`config.mk`:
```
export PLATFORM = sky130hd
export DESIGN_NAME = hamming_arb
export DESIGN_NICKNAME = d
export VERILOG_FILES = /design/src/rtl/hamming_pkg.sv /design/src/rtl/hamming_core.sv /design/src/rtl/hamming_arb.sv
export SDC_FILE = /design/constraint.sdc
export NUM_CORES = 1
export LEC_CHECK = 0
export CORE_UTILIZATION = 50
export DETAILED_ROUTE_END_ITERATION = 16
export GPL_TIMING_DRIVEN = 0
export PLACE_DENSITY = 0.86
export SYNTH_ARGS = -nofsm -noshare
export SYNTH_HDL_FRONTEND = slang
export SYNTH_HIERARCHICAL = 1
export SYNTH_SLANG_ARGS = --single-unit
```
`constraint.sdc`:
```
create_clock -name clk -period 8.35 [get_ports clk]
set_input_delay 0.835 -clock clk [delete_from_list [all_inputs] [get_ports clk]]
set_output_delay 0.835 -clock clk [all_outputs]
set_load 0.03 [all_outputs]
```
`src/rtl/hamming_pkg.sv`:
```
// Shared constants, types and bit-placement helpers for the Hamming(15,11) scheduler.
// Latency: n/a (types and pure functions only).
// Backpressure: n/a.
package hamming_pkg;

  localparam int DATA_W = 11;
  localparam int CW_W   = 15;
  localparam int SYN_W  = 4;

  // Parity bits live at Hamming positions 1, 2, 4 and 8 (cw index = position - 1).
  localparam int PAR0_POS = 0;
  localparam int PAR1_POS = 1;
  localparam int PAR2_POS = 3;
  localparam int PAR3_POS = 7;

  typedef enum logic [1:0] {
    IDLE    = 2'd0,
    ENC_RSP = 2'd1,
    DEC_RSP = 2'd2
  } state_e;

  typedef enum logic {
    GNT_ENC = 1'b0,
    GNT_DEC = 1'b1
  } grant_e;

  function automatic logic is_par_pos(input int idx);
    return (idx == PAR0_POS) || (idx == PAR1_POS) || (idx == PAR2_POS) || (idx == PAR3_POS);
  endfunction

  // Scatter data bits into the non-parity slots in ascending order; parity slots stay 0.
  function automatic logic [CW_W-1:0] place_data(input logic [DATA_W-1:0] d);
    logic [CW_W-1:0] cw;
    int j;
    cw = '0;
    j  = 0;
    for (int i = 0; i < CW_W; i++) begin
      if (!is_par_pos(i)) begin
        cw[i] = d[j];
        j++;
      end
    end
    return cw;
  endfunction

  // Gather the data bits back out of the non-parity slots.
  function automatic logic [DATA_W-1:0] extract_data(input logic [CW_W-1:0] cw);
    logic [DATA_W-1:0] d;
    int j;
    d = '0;
    j = 0;
    for (int i = 0; i < CW_W; i++) begin
      if (!is_par_pos(i)) begin
        d[j] = cw[i];
        j++;
      end
    end
    return d;
  endfunction

endpackage

```
`src/rtl/hamming_core.sv`:
```
// Combinational Hamming(15,11) core: one syndrome tree serves both encode and decode.
// Latency: 0 cycles (purely combinational).
// Backpressure: none; the caller muxes its input and registers the outputs.
module hamming_core
  import hamming_pkg::*;
(
  input  logic [CW_W-1:0]   cw_i,
  output logic [SYN_W-1:0]  syn_o,
  output logic              corr_o,
  output logic [DATA_W-1:0] data_o,
  output logic [CW_W-1:0]   enc_cw_o
);

  logic [CW_W-1:0] flip;
  logic [CW_W-1:0] one_hot;

  // Syndrome is the XOR of the positions of all set bits. For an encode the input
  // carries data with zeroed parity slots, so the syndrome is exactly the parity to insert.
  always_comb begin
    syn_o = '0;
    for (int i = 0; i < CW_W; i++) begin
      if (cw_i[i]) syn_o = syn_o ^ SYN_W'(i + 1);
    end
  end

  // Correct the single bit named by a nonzero syndrome, then pull the data out.
  always_comb begin
    one_hot  = CW_W'(1);
    flip     = '0;
    corr_o   = (syn_o != '0);
    if (corr_o) flip = one_hot << (syn_o - SYN_W'(1));
    data_o   = extract_data(cw_i ^ flip);
    enc_cw_o = cw_i;
    enc_cw_o[PAR0_POS] = syn_o[0];
    enc_cw_o[PAR1_POS] = syn_o[1];
    enc_cw_o[PAR2_POS] = syn_o[2];
    enc_cw_o[PAR3_POS] = syn_o[3];
  end

endmodule

```
`src/rtl/hamming_arb.sv`:
```
// Round-robin scheduler sharing one Hamming core between encode and decode requesters.
// Latency: result registered on the accept edge; one op in flight, 1 op per 2 cycles peak.
// Backpressure: response held until rsp_ready; request ready only in IDLE. HAMMING_ERRCNT_EN enables err_cnt.
module hamming_arb
  import hamming_pkg::*;
(
  input  logic              clk,
  input  logic              rst_n,
  input  logic              enc_valid,
  output logic              enc_ready,
  input  logic [DATA_W-1:0] enc_data,
  input  logic              dec_valid,
  output logic              dec_ready,
  input  logic [CW_W-1:0]   dec_cw,
  output logic              enc_rsp_valid,
  input  logic              enc_rsp_ready,
  output logic [CW_W-1:0]   enc_rsp_cw,
  output logic              dec_rsp_valid,
  input  logic              dec_rsp_ready,
  output logic [DATA_W-1:0] dec_rsp_data,
  output logic [SYN_W-1:0]  dec_rsp_syn,
  output logic              dec_rsp_corr,
  input  logic              err_clr,
  output logic [7:0]        err_cnt
);

  state_e            state_q;
  grant_e            last_grant_q;
  logic              enc_rsp_valid_q;
  logic              dec_rsp_valid_q;
  logic [CW_W-1:0]   enc_rsp_cw_q;
  logic [DATA_W-1:0] dec_rsp_data_q;
  logic [SYN_W-1:0]  dec_rsp_syn_q;
  logic              dec_rsp_corr_q;

  logic              sel_enc;
  logic              enc_acc;
  logic              dec_acc;
  logic [CW_W-1:0]   core_cw;
  logic [SYN_W-1:0]  core_syn;
  logic              core_corr;
  logic [DATA_W-1:0] core_data;
  logic [CW_W-1:0]   core_enc_cw;

  // Grant encode when it is alone or when decode won the previous accepted request.
  always_comb begin
    sel_enc   = enc_valid && (!dec_valid || (last_grant_q == GNT_DEC));
    enc_ready = (state_q == IDLE) && sel_enc;
    dec_ready = (state_q == IDLE) && dec_valid && !sel_enc;
    enc_acc   = enc_valid && enc_ready;
    dec_acc   = dec_valid && dec_ready;
    core_cw   = sel_enc ? place_data(enc_data) : dec_cw;
  end

  hamming_core u_core (
    .cw_i     (core_cw),
    .syn_o    (core_syn),
    .corr_o   (core_corr),
    .data_o   (core_data),
    .enc_cw_o (core_enc_cw)
  );

  // Control FSM: latch the core result on accept, hold it until the consumer takes it.
  always_ff @(posedge clk or negedge rst_n) begin
    if (!rst_n) begin
      state_q         <= IDLE;
      last_grant_q    <= GNT_DEC;
      enc_rsp_valid_q <= 1'b0;
      dec_rsp_valid_q <= 1'b0;
      enc_rsp_cw_q    <= '0;
      dec_rsp_data_q  <= '0;
      dec_rsp_syn_q   <= '0;
      dec_rsp_corr_q  <= 1'b0;
    end else begin
      case (state_q)
        IDLE: begin
          if (enc_acc) begin
            state_q         <= ENC_RSP;
            last_grant_q    <= GNT_ENC;
            enc_rsp_valid_q <= 1'b1;
            enc_rsp_cw_q    <= core_enc_cw;
          end else if (dec_acc) begin
            state_q         <= DEC_RSP;
            last_grant_q    <= GNT_DEC;
            dec_rsp_valid_q <= 1'b1;
            dec_rsp_data_q  <= core_data;
            dec_rsp_syn_q   <= core_syn;
            dec_rsp_corr_q  <= core_corr;
          end
        end
        ENC_RSP: begin
          if (enc_rsp_ready) begin
            state_q         <= IDLE;
            enc_rsp_valid_q <= 1'b0;
          end
        end
        DEC_RSP: begin
          if (dec_rsp_ready) begin
            state_q         <= IDLE;
            dec_rsp_valid_q <= 1'b0;
          end
        end
        default: begin
          state_q         <= IDLE;
          enc_rsp_valid_q <= 1'b0;
          dec_rsp_valid_q <= 1'b0;
        end
      endcase
    end
  end

  assign enc_rsp_valid = enc_rsp_valid_q;
  assign enc_rsp_cw    = enc_rsp_cw_q;
  assign dec_rsp_valid = dec_rsp_valid_q;
  assign dec_rsp_data  = dec_rsp_data_q;
  assign dec_rsp_syn   = dec_rsp_syn_q;
  assign dec_rsp_corr  = dec_rsp_corr_q;

`ifdef HAMMING_ERRCNT_EN
  logic [7:0] err_cnt_q;
  logic [7:0] err_cnt_d;

  // Clear wins over a same-edge increment; count saturates instead of wrapping.
  always_comb begin
    err_cnt_d = err_cnt_q;
    if (err_clr) begin
      err_cnt_d = 8'h00;
    end else if (dec_acc && core_corr && (err_cnt_q != 8'hFF)) begin
      err_cnt_d = err_cnt_q + 8'h01;
    end
  end

  // Corrected-word counter register.
  always_ff @(posedge clk or negedge rst_n) begin
    if (!rst_n) err_cnt_q <= 8'h00;
    else        err_cnt_q <= err_cnt_d;
  end

  assign err_cnt = err_cnt_q;
`else
  logic unused_err_clr;
  assign unused_err_clr = err_clr;
  assign err_cnt        = 8'h00;
`endif

endmodule

```
* Word level (Yosys, flattened, before mapping)
Index checks and enable logic that the tools add are counted.
Word-level totals: register bits 36, input port bits 33
Cells by class: mux-type cells 30, bitwise gates (word level) 18, shift operators 1, add/subtract/negate cells 1, equality and inequality tests 8, reduce and logical (&&, ||, !) cells 18
Operators with widths (number):
- 2-to-1 mux 4 bit | 8
- 2-to-1 mux 15 bit | 2
- << shifter 1 x 4 -> 15 bit (first input constant) | 1
- XOR 15 bit | 1
- 2-to-1 mux 2 bit | 6
- 2-to-1 mux 3 bit | 4
- inverter 2 bit | 6
- inverter 3 bit | 4
- != test 2 bit (second input constant) | 5
- AND reduction 3 bit | 3
- 2-to-1 mux 1 bit | 7
- logical AND 1 bit | 6
- case mux 1 bit (3 select lines) | 2
- case mux 2 bit (3 select lines) | 1
- inverter 4 bit | 1
- AND reduction 2 bit | 2
- AND reduction 4 bit | 1
- nonzero test 4 bit | 1
- subtractor 4 x 1 -> 4 bit (second input constant) | 1
- != test 3 bit (second input constant) | 1
- inverter 1 bit | 3
- inverter 1 bit (first input constant) | 3
- equality test 2 x 1 -> 1 bit (second input constant) | 1
- equality test 2 bit (second input constant) | 1
- other kinds (4) | 5

* Logic depth before layout (Yosys ltp)
depth after elaboration 34, depth in mapped cells 11, mapped depth without buffers 10

* Cells and area by module
The synthesis kept the hierarchy.
By module, submodules not included:
- hamming_arb | times used 1, sequential area each 902.1 um2, area each 1689.1 um2, cells an instance 116
- hamming_core | times used 1, sequential area each 0.0 um2, area each 596.8 um2, cells an instance 64

* Worst setup path before layout
No wires, ideal clock.
path type input to register, start point input port dec_valid, end point register dec_rsp_corr_q, in the netlist dec_rsp_corr, arrival time 3.281 ns, stages 10, buffers on the path 1, slack 4.944 ns, cell sequence nand2b_2 nand2_2 buf_4 mux2_2 xor2_2 xnor3_2 xor2_4 inv_2 or4_1 mux2_2
On the way: elaborated cells between the ends (all ways) 39
RTL lines:
- from (decl) | RTL line hamming_arb.sv:12 | input logic dec_valid,
- logical NOT 1 bit * | RTL line hamming_arb.sv:47 | sel_enc = enc_valid && (!dec_valid || (last_grant_q == GNT_DEC));
- logical OR 1 bit * | RTL line hamming_arb.sv:47
- logical AND 1 bit * | RTL line hamming_arb.sv:47
- 2-to-1 mux 15 bit * | RTL line hamming_arb.sv:52 | core_cw = sel_enc ? place_data(enc_data) : dec_cw;
- via core_cw[8] | RTL line hamming_arb.sv:39 | logic [CW_W-1:0] core_cw;
- 2-to-1 mux 4 bit * | RTL line hamming_core.sv:22 | if (cw_i[i]) syn_o = syn_o ^ SYN_W'(i + 1);
- inverter 2 bit (no line)
- 2-to-1 mux 4 bit * | RTL line hamming_core.sv:22
- (+5 left out)
- 2-to-1 mux 4 bit * | RTL line hamming_core.sv:22
- inverter 3 bit (no line)
- 2-to-1 mux 4 bit * | RTL line hamming_core.sv:22
- inverter 4 bit (no line)
- 2-to-1 mux 4 bit * | RTL line hamming_core.sv:22
- via core_enc_cw[7] | RTL line hamming_arb.sv:43 | logic [CW_W-1:0] core_enc_cw;
- nonzero test 4 bit * | RTL line hamming_core.sv:30 | corr_o = (syn_o != '0);
- via core_corr | RTL line hamming_arb.sv:41 | logic core_corr;
- to (signal assigned) | RTL line hamming_arb.sv:88 | dec_rsp_corr_q <= core_corr;
- to (decl) | RTL line hamming_arb.sv:34 | logic dec_rsp_corr_q;
Mark *: on every way through the listed nets, which the timed path passes. The rest lies on a longest branch. A chain may end at the register's enable or synchronous reset.

* Worst setup path after layout
start point input port dec_valid, end point register dec_rsp_corr_q, in the netlist dec_rsp_corr
On the way: elaborated cells between the ends (all ways) 39
RTL lines (RTL line):
- logical NOT 1 bit * | hamming_arb.sv:47
- logical OR 1 bit * | hamming_arb.sv:47
- logical AND 1 bit * | hamming_arb.sv:47
- 2-to-1 mux 15 bit * | hamming_arb.sv:52
- via core_cw[12] | hamming_arb.sv:39
- 2-to-1 mux 4 bit * | hamming_core.sv:22
- inverter 3 bit (no line)
- 2-to-1 mux 4 bit * | hamming_core.sv:22
- inverter 4 bit (no line)
- 2-to-1 mux 4 bit * | hamming_core.sv:22
- via core_enc_cw[7] | hamming_arb.sv:43
- nonzero test 4 bit * | hamming_core.sv:30
- via core_corr | hamming_arb.sv:41
Marks and branches as above.

==> metrics.md <==
| Metric | Value |
|---|---|
| Number of top-level pins | 76 |
| Routed WL | 4610 µm |
| Worst skew pair latency | 0.28 ns |
| Aggregate global routing overflow | 0 |
| CP endpoint | dec_rsp_corr$_DFFE_PN0P_ |
| Hold slack | 0.491 ns |
| Setup bufs post-CTS | 0 |
| Reg clk slew, reported paths | 0.07 ns |
| Period utilisation layout | 0.485 |
| R2R depth | 10 |
| Reg2reg end | dec_rsp_corr$_DFFE_PN0P_ |
| Initial drt markers | 37 |
| Core area | 4380 µm² |
| Final TNS setup | 0 ns |
| Period minus WS final | 4.05 ns |
| Post-CTS resize count | 0 |
| Fmax | 247 MHz |
| Hold-fix buffers at CTS | 0 |
| Number of diodes | 0 |
| Setup violators final | 0 |
| Pwr dens | 442 nW/µm² |
| Reg-to-Reg Start | last_grant_q$_DFFE_PN1P_ |
| Critical path arrival | 4.22 ns |
| TritonCTS Buffers | 5 |
| Max Cap Violations | 0 |
| Port-buffer cells | 66 |
| Max clock buf depth | 2 |
| RePlAce Congestion | 0.786 |
| DRC | 0 |
| Crit path from | dec_valid |
| TritonCTS clock tree | built |
| Cells after Synth | 180 |
| Synth unique cells | 34 |
| Tot Pwr | 0.00139 W |
| Drt wl/cell | 14.7 µm |
| Worst-Margin Slew | 0.784 ns |
| Nets | 293 |
| Fin. max-slew vios | 0 |
| Setup CP Type | input port to flop |
| Die area | 4850 µm² |
| Post-Syn Area | 2290 µm² |
| Number of vias per cell | 4.86 |
| Post-DP HPWL | 3480 µm |
| Worst hold path type | flop to flop |
| Initial Utilization | 0.521 |
| Yosys reg bits | 36 |
| Crit. End Element | flop |
| Layout overhead on the synthesized area | 37.5% |
| CTS root buf | clkbuf_8 |
| Vias | 1,521 |
| RSZ-0062 raised after global routing | no |
| Gr usage total | 0.209 |
| H-tree Lvls | 2 |
| Max FO, Critical Path | 10 |
| Worst EP required | 8.52 ns |
| Final-layout fill cell count | 328 |
| Yosys warns | 6 |
| Ratio of cells with drive above 1 in the final layout | 0.364 |
| Routed Antenna Nets | 0 |
| Startpoint types | input port |
| Die Span X | 69.6 µm |
| Mean Syn Cell Area | 12.7 µm² |
| Slew HR | 0.477 |
| Sequential area share after synthesis | 0.395 |
| FFs w/ async S/R, synth | 1.00 |
| Reg2reg setup slack | 4.96 ns |
| Largest net degree at the start of global routing | 37 |
| First-pass GRT wire length | 7880 µm |
| Antenna violations before repair | 0 |
| Layout Utilization | 0.717 |
| First-pass DRT Iterations | 4 |
| VDD IR-drop max | 0.245 mV |
| # rows | 24 |
| Most used DFF post-synth | dfrtp_1 |
| Die Height | 69.6 µm |
| Outcome | finished clean |
| Pleak | 1.37 nW |
| Clk_skew | 0.00320 ns |
| Sink Count | 36 |
| Final hold violation count | 0 |
| Vias in the first global route | 1,560 |
| EDFF count, synth | 0 |
-- synth_stat cells (2+ instances only) --
cell | count | area, µm²
nand2_1 | 7 | 26.3
buf_2 | 3 | 15.0
xnor2_1 | 22 | 193
nor4b_2 | 2 | 30.0
mux2_4 | 15 | 225
nand3_4 | 2 | 35.0
o21ai_0 | 2 | 10.0
mux2_2 | 28 | 315
a21oi_1 | 2 | 10.0
buf_4 | 24 | 180
nand4b_1 | 6 | 52.6
buf_6 | 2 | 22.5
and2_1 | 4 | 25.0
dfrtp_1 | 35 | 876
xor2_1 | 6 | 52.6
inv_1 | 2 | 7.51
-- sequential cells by signal, summed over array words and instances (netlist names) --
| signal | cells |
|---|---|
| state_q | 2 |
| dec_rsp_valid | 1 |
| dec_rsp_data | 11 |
| last_grant_q | 1 |
| dec_rsp_corr | 1 |
| dec_rsp_syn | 4 |
| enc_rsp_cw | 15 |
| enc_rsp_valid | 1 |
-- report_power, final --
part           internal (W)  leakage [nW]  switching (W)
Clock             0.0000883        0.0541      0.0000633
Combinational      0.000451         0.897       0.000465
Sequential         0.000268         0.420      0.0000539
-- final cells by class --
class / instances / area, µm² / share of cell area
plain buffers: 29 / 218 / 0.0692
clock buffers: 5 / 68.8 / 0.0219
clock inverters: 3 / 42.5 / 0.0135
inverters: 3 / 11.3 / 0.00358
multi-input cells: 119 / 1180 / 0.376
flip-flops and latches: 36 / 902 / 0.287
well taps: 52 / 65.1 / 0.0207
repair buffers: 66 / 656 / 0.209
-- how the worst min path moves through the flow --
stage               cells after the start                        end                      start
finish                                  2  enc_rsp_valid$_DFFE_PN0P_  enc_rsp_valid$_DFFE_PN0P_
global route                            2  enc_rsp_valid$_DFFE_PN0P_  enc_rsp_valid$_DFFE_PN0P_
floorplan                               1     state_q[1]$_DFFE_PN0P_     state_q[0]$_DFFE_PN0P_
global placement                        2  enc_rsp_valid$_DFFE_PN0P_  enc_rsp_valid$_DFFE_PN0P_
CTS                                     2  enc_rsp_valid$_DFFE_PN0P_  enc_rsp_valid$_DFFE_PN0P_
detailed placement                      2  enc_rsp_valid$_DFFE_PN0P_  enc_rsp_valid$_DFFE_PN0P_
-- layer usage --
metal  track usage  part of all wire  vias to the layer above
met5             0                 0                        -
met4        0.0600            0.0082                        0
met3        0.0422             0.037                        4
met2         0.347              0.51                       42
met1         0.276              0.44                      727
li1              -                 -                      748
-- per-stage QoR --
step,instance area (µm²),setup WS (ns),std cells
after floorplan,2310,4.94,187
after global placement,3040,4.04,305
after detailed placement,3030,4.03,305
after CTS,3140,4.31,313
after global routing,3140,4.19,313
final,3140,4.30,313
-- worst max-delay path: stages --
cell             delay (ns)
clkdlybuf4s50_1        0.58
nand2b_2               0.13
nand2_2                0.15
buf_4                  0.22
mux2_2                 0.42
xor2_2                 0.21
xnor3_2                0.52
xor2_4                 0.34
inv_2                  0.11
or4_1                  0.42
mux2_2                 0.27
-- cell usage in the layout (no fill, tap or decap), types with 4 or more instances in the layout --
master	n
nand2_1	7
and2_1	4
clkdlybuf4s50_1	65
conb_1	8
clkbuf_8	5
mux2_4	15
dfrtp_1	35
buf_2	4
buf_4	24
xnor2_1	22
xor2_1	6
nand4b_1	6
mux2_2	28
-- cell families after synthesis --
logic type | synth area share
AO/OA/AOI/OAI | 0.0115
flip-flops | 0.395
multiplexers | 0.236
AND/OR/NAND/NOR | 0.112
XOR/XNOR | 0.144
other | 0.00164
buffers and inverters | 0.100
No activity file was read; power rests on OpenSTA's default activity.
